==> src/rtl/seq_divider_16_pkg.sv <==
// Shared definitions for the iterative restoring divider: FSM encoding,
// default operand width and the carry-lookahead block size.
package seq_divider_16_pkg;

    localparam int DEF_WIDTH = 16;
    localparam int CLA_BLK   = 4;

    typedef enum logic [1:0] {
        IDLE = 2'd0,
        RUN  = 2'd1,
        DONE = 2'd2
    } state_t;

endpackage

==> src/rtl/seq_divider_16_sub_step.sv <==
// Trial subtractor for one restoring-division step: rx - {0,divisor} computed as
// rx + ~{0,divisor} + 1 on cascaded 4-bit carry-lookahead blocks.
module seq_divider_16_sub_step
    import seq_divider_16_pkg::*;
#(
    parameter int WIDTH = DEF_WIDTH
) (
    input  logic [WIDTH:0]   rx,
    input  logic [WIDTH-1:0] divisor,
    output logic [WIDTH-1:0] diff,
    output logic             no_borrow
);

    localparam int NB = WIDTH / CLA_BLK;

    logic [WIDTH-1:0] b_inv;
    logic [WIDTH-1:0] g;
    logic [WIDTH-1:0] p;
    logic [WIDTH:0]   c;

    assign b_inv = ~divisor;
    assign g     = rx[WIDTH-1:0] & b_inv;
    assign p     = rx[WIDTH-1:0] ^ b_inv;
    assign c[0]  = 1'b1;

    for (genvar k = 0; k < NB; k++) begin : g_cla
        localparam int B = CLA_BLK * k;
        assign c[B+1] = g[B] | (p[B] & c[B]);
        assign c[B+2] = g[B+1] | (p[B+1] & g[B]) | (p[B+1] & p[B] & c[B]);
        assign c[B+3] = g[B+2] | (p[B+2] & g[B+1]) | (p[B+2] & p[B+1] & g[B])
                      | (p[B+2] & p[B+1] & p[B] & c[B]);
        assign c[B+4] = g[B+3] | (p[B+3] & g[B+2]) | (p[B+3] & p[B+2] & g[B+1])
                      | (p[B+3] & p[B+2] & p[B+1] & g[B])
                      | (p[B+3] & p[B+2] & p[B+1] & p[B] & c[B]);
    end

    assign diff = p ^ c[WIDTH-1:0];
    // Extra top bit: the zero-extended divisor inverts to 1 there, so carry-out is a | c.
    assign no_borrow = rx[WIDTH] | c[WIDTH];

endmodule

==> src/rtl/seq_divider_16.sv <==
// Unsigned iterative restoring divider, one quotient bit per clock, with a
// start/busy/done handshake and a divide-by-zero short cut.
module seq_divider_16
    import seq_divider_16_pkg::*;
#(
    parameter int WIDTH = DEF_WIDTH
) (
    input  logic             clk,
    input  logic             rst_n,
    input  logic             start,
    input  logic [WIDTH-1:0] dividend,
    input  logic [WIDTH-1:0] divisor,
    output logic             busy,
    output logic             done,
    output logic [WIDTH-1:0] quotient,
    output logic [WIDTH-1:0] remainder,
    output logic             div_by_zero
);

    localparam int CNT_W = $clog2(WIDTH + 1);

    state_t           state, state_nxt;
    logic [WIDTH-1:0] q_reg, r_reg, dvs_reg;
    logic [CNT_W-1:0] cnt;
    logic [WIDTH:0]   rx;
    logic [WIDTH-1:0] diff;
    logic             no_borrow;
    logic             accept;
    logic             last;

    assign accept = start && (state != RUN);
    assign last   = (cnt == CNT_W'(WIDTH));
    assign rx     = {r_reg, q_reg[WIDTH-1]};

    seq_divider_16_sub_step #(.WIDTH(WIDTH)) u_sub_step (
        .rx       (rx),
        .divisor  (dvs_reg),
        .diff     (diff),
        .no_borrow(no_borrow)
    );

    always_comb begin
        state_nxt = state;
        case (state)
            IDLE, DONE: state_nxt = start ? RUN : IDLE;
            RUN:        if (dvs_reg == '0 || last) state_nxt = DONE;
            default:    state_nxt = IDLE;
        endcase
    end

    always_ff @(posedge clk or negedge rst_n) begin
        if (!rst_n) begin
            state       <= IDLE;
            q_reg       <= '0;
            r_reg       <= '0;
            dvs_reg     <= '0;
            cnt         <= '0;
            busy        <= 1'b0;
            done        <= 1'b0;
            quotient    <= '0;
            remainder   <= '0;
            div_by_zero <= 1'b0;
        end else begin
            state <= state_nxt;
            done  <= 1'b0;
            if (accept) begin
                dvs_reg     <= divisor;
                q_reg       <= dividend;
                r_reg       <= '0;
                cnt         <= '0;
                busy        <= 1'b1;
                quotient    <= '0;
                remainder   <= '0;
                div_by_zero <= 1'b0;
            end else if (state == RUN) begin
                if (dvs_reg == '0) begin
                    // q_reg still holds the untouched dividend here
                    quotient    <= '1;
                    remainder   <= q_reg;
                    div_by_zero <= 1'b1;
                    busy        <= 1'b0;
                    done        <= 1'b1;
                end else if (last) begin
                    quotient  <= q_reg;
                    remainder <= r_reg;
                    busy      <= 1'b0;
                    done      <= 1'b1;
                end else begin
                    if (no_borrow) begin
                        r_reg <= diff;
                        q_reg <= {q_reg[WIDTH-2:0], 1'b1};
                    end else begin
                        r_reg <= rx[WIDTH-1:0];
                        q_reg <= {q_reg[WIDTH-2:0], 1'b0};
                    end
                    cnt <= cnt + 1'b1;
                end
            end
        end
    end

endmodule

==> config.mk <==
export PLATFORM = sky130hd
export DESIGN_NAME = seq_divider_16
export DESIGN_NICKNAME = d
export VERILOG_FILES = /design/src/rtl/seq_divider_16_pkg.sv /design/src/rtl/seq_divider_16_sub_step.sv /design/src/rtl/seq_divider_16.sv
export SDC_FILE = /design/constraint.sdc
export NUM_CORES = 1
export LEC_CHECK = 0
export CELL_PAD_IN_SITES_DETAIL_PLACEMENT = 1
export CELL_PAD_IN_SITES_GLOBAL_PLACEMENT = 1
export CORE_MARGIN = 10
export CORE_UTILIZATION = 42
export CTS_CLUSTER_DIAMETER = 100
export DETAILED_ROUTE_END_ITERATION = 12
export GPL_TIMING_DRIVEN = 0
export PLACE_DENSITY = 0.78
export SYNTH_ARGS = -nofsm -noshare
export SYNTH_HDL_FRONTEND = slang
export SYNTH_SLANG_ARGS = --single-unit
export TNS_END_PERCENT = 5
==> constraint.sdc <==
create_clock -name clk -period 2.7 [get_ports clk]
set_input_delay 0.405 -clock clk [delete_from_list [all_inputs] [get_ports clk]]
set_output_delay 0.405 -clock clk [all_outputs]
set_load 0.1 [all_outputs]
==> summary.txt <==
SYNTHESIS
----------------------------------------------------------------------------------------------------
Post-Syn Area ......................................................................... 0.00459 mm^2
Count of warnings emitted by yosys ....................................................            0
Seq cells post-synth ..................................................................           90
Number of distinct standard cells referenced by the synthesized netlist ...............           46
Largest cells by area after synthesis ................................................. dfrtp_1, ha_1, nor2_1
Number of standard cells after synthesis ..............................................          484
Async set-or-reset flop fraction in the synthesized netlist ...........................         100%
Synthesized area per cell .............................................................    9.48 um^2
Post-synthesis net count ..............................................................          541
EDFF count, synth .....................................................................            0
Most common flop cell mapped by yosys .................................................      dfrtp_1
Post-synth top area share .............................................................        49.1%
Cell taking the most area after synthesis .............................................      dfrtp_1
Sequential-to-total area share from yosys stat ........................................        49.1%

CTS
----------------------------------------------------------------------------------------------------
H-tree levels .........................................................................            3
Total of hold buffers inserted after clock tree synthesis .............................            0
Clock tree from TritonCTS .............................................................          yes
CTS Buffer Depth ......................................................................            2
Clk sinks .............................................................................           90
Number of CTS-inserted buffers ........................................................            9
Insertion delay of the later-clocked pin in the worst-skew pair .......................       370 ps
Cell at the root of the clock tree ....................................................     clkbuf_8
Clock-pin slew reported for the worst setup and hold paths after clock tree synthesis .        90 ps

FINAL LAYOUT
----------------------------------------------------------------------------------------------------
Final core utilization ................................................................        53.3%
Layout area overhead ..................................................................        25.2%
Count of inserted antenna diode cells .................................................            0
Leading cell type in the layout, fill and taps excluded ...............................      dfrtp_1
Most frequent cells in the layout ..................................................... dfrtp_1, clkdlybuf4s50_1, nor2_1
Proportion of layout cells with a drive suffix above 1 ................................        6.98%
# fillers .............................................................................        1,255
# nets final ..........................................................................          625

DETAILED ROUTING
----------------------------------------------------------------------------------------------------
Post-detailed-route DRC marker count ..................................................            0
Top layer in use ......................................................................         met4
Final WL ..............................................................................      14.6 mm
Vias ..................................................................................        4,081
Number of search-and-repair iterations in the first detailed-routing pass .............            5
Vias/cell .............................................................................         5.72
DRT met1 WL ...........................................................................      6.56 mm
DRT antenna net count .................................................................            0
Met2 wirelength from detailed routing .................................................      7.15 mm
WL met3 ...............................................................................       742 um
Violation count after the first detailed-route iteration ..............................          421
Routed length per instance ............................................................      20.5 um

WORST SETUP PATH
----------------------------------------------------------------------------------------------------
Category of the most critical setup path ..............................................      reg2reg
WP buf/inv ............................................................................            0
Worst reg2reg setup slack .............................................................        90 ps
Endpoint of the worst-slack reg-to-reg timing path .................................... r_reg[12]$_DFFE_PN0P_
Maximum fanout encountered on the critical timing path ................................            4
Number of cells on the worst reg-to-reg path ..........................................            8
Largest stage delay on the critical path ..............................................       460 ps
Largest delay share family, worst path ................................................ compound AO/OA/AOI/OAI gates
CP arrival ............................................................................      2870 ps
Endpoint type of the worst setup path .................................................     register
Startpoint of the most critical register-to-register path ............................. r_reg[2]$_DFFE_PN0P_
Critical-path top delay cell ..........................................................      dfrtp_1
Required time at the endpoint of the critical path ....................................      2970 ps
Critical Path, Cell by Cell ........................................................... ha_1 > or3_1 > o22a_1 > a21oi_2 > nor3_1 > nor2_1 > fa_1 > o311ai_2
Type of origin of the critical path ...................................................     register

DIE
----------------------------------------------------------------------------------------------------
I/O pin total .........................................................................           70
Die span in x .........................................................................       125 um
Initial Util ..........................................................................        42.5%
Die height ............................................................................       125 um
Area inside the core boundary .........................................................  0.0108 mm^2
Area of the die .......................................................................  0.0155 mm^2
Site row count ........................................................................           38

PLACED DESIGN
----------------------------------------------------------------------------------------------------
Count of buffers inserted at the top-level ports ......................................           69
HPWL Detailed .........................................................................      11.1 mm
Weighted congestion reported at the end of routability-driven placement ...............        0.853

STATUS
----------------------------------------------------------------------------------------------------
Status ................................................................................ finished clean

GRT
----------------------------------------------------------------------------------------------------
Remaining global-route overflow .......................................................            0
Overall routing resource usage ........................................................        18.6%
Initial antenna violation count .......................................................            0
Pin count of the biggest net entering global routing ..................................           47
Via count of the first global-routing pass ............................................        4,459
First-pass GRT wire length ............................................................      23.9 mm

TIMING
----------------------------------------------------------------------------------------------------
Setup violations, final ...............................................................            0
Setup skew after layout ...............................................................      11.4 ps
Minimum clock period ..................................................................      2610 ps
Max-slew violation total from the final report ........................................            0
Transition at the pin with the smallest max-transition slack ..........................       994 ps
Highest Clock Rate ....................................................................    0.384 GHz
Worst relative slew slack .............................................................        33.5%
Ratio of final minimum period to clock period .........................................        96.5%
RSZ-0062 raised after global routing ..................................................         true
Final hold vios .......................................................................            0

WORST HOLD PATH
----------------------------------------------------------------------------------------------------
HP Class ..............................................................................     in2async

FLOW RUN
----------------------------------------------------------------------------------------------------
Max_cap viols .........................................................................            0

-- per-stage QoR --
stage	instances	instance area [um^2]	TNS (ps)	worst slack [ps]	hold slack (ps)
2_1_floorplan	484	4590	0	278	109
3_3_place_gp	693	5460	-189310	-2110	455
3_5_place_dp	694	5480	-908	-119	453
4_1_cts	713	5710	0	8.50	52.5
5_1_grt	713	5750	-25.9	-23.8	61.1
6_report	713	5750	0	93.5	30.5
-- area by class of cell --
| type | count | area (um^2) | share of cell area [%] |
|---|---|---|---|
| clock buffer | 11 | 141 | 2.46 |
| sequential | 90 | 2250 | 39.2 |
| clock inverter | 5 | 62.6 | 1.09 |
| timing repair buffer | 73 | 738 | 12.8 |
| tap | 140 | 175 | 3.05 |
| multi-input combinational | 320 | 2080 | 36.1 |
| buffer | 35 | 155 | 2.70 |
| inverter | 39 | 146 | 2.55 |
-- synth_stat cells, drive strengths merged (2+ instances only) --
cell / n
a211oi: 16
a21oi: 23
a22oi: 15
a311oi: 16
and4: 2
buf: 12
clkbuf: 23
dfrtp: 90
fa: 3
ha: 19
inv: 39
mux2i: 2
nand2: 29
nand2b: 2
nand3: 32
nand4: 4
nor2: 55
nor3: 4
nor4: 5
o211ai: 3
o21a: 4
o21ai: 41
o221ai: 2
o311ai: 10
o31ai: 3
or3: 5
xnor2: 2
xor2: 12
-- how the worst max path moves through the flow --
stage / startpoint / end / slack, ps / cells past startpoint
6_report: r_reg[2]$_DFFE_PN0P_ / r_reg[12]$_DFFE_PN0P_ / 90 / 8
5_1_grt: dvs_reg[2]$_DFFE_PN0P_ / r_reg[12]$_DFFE_PN0P_ / -20 / 9
4_1_cts: dvs_reg[15]$_DFFE_PN0P_ / remainder[8]$_DFFE_PN0P_ / 8 / 8
3_5_place_dp: r_reg[2]$_DFFE_PN0P_ / r_reg[15]$_DFFE_PN0P_ / -120 / 7
3_3_place_gp: rst_n / r_reg[4]$_DFFE_PN0P_ / -2110 / 1
2_1_floorplan: r_reg[2]$_DFFE_PN0P_ / r_reg[10]$_DFFE_PN0P_ / 280 / 7
-- per-layer routing --
layer  track usage, %  vias to the layer above
met3             4.17                       18
met1             22.9                     2050
li1                 -                     1894
met2             31.6                      119
met5                0                        -
met4             5.55                        0
-- logic make-up after synthesis --
family / count (synthesis) / share of synthesized area [%]
buffers and inverters: 74 / 6.49
AO/OA/AOI/OAI: 140 / 20.7
adder cells (fa/ha/maj): 22 / 6.49
flip-flops: 90 / 49.1
XOR/XNOR: 14 / 2.67
AND/OR/NAND/NOR: 142 / 14.2
multiplexers: 2 / 0.436
-- repair_timing --
item	4_1_cts	5_1_grt
pin swaps	1	1
endpoints found under the setup margin	30	45
gates resized for setup	2	8
setup buffers	3	0
Power is not shown: default switching activity piles up to over one toggle a cycle in this logic, so the estimate is an artifact.
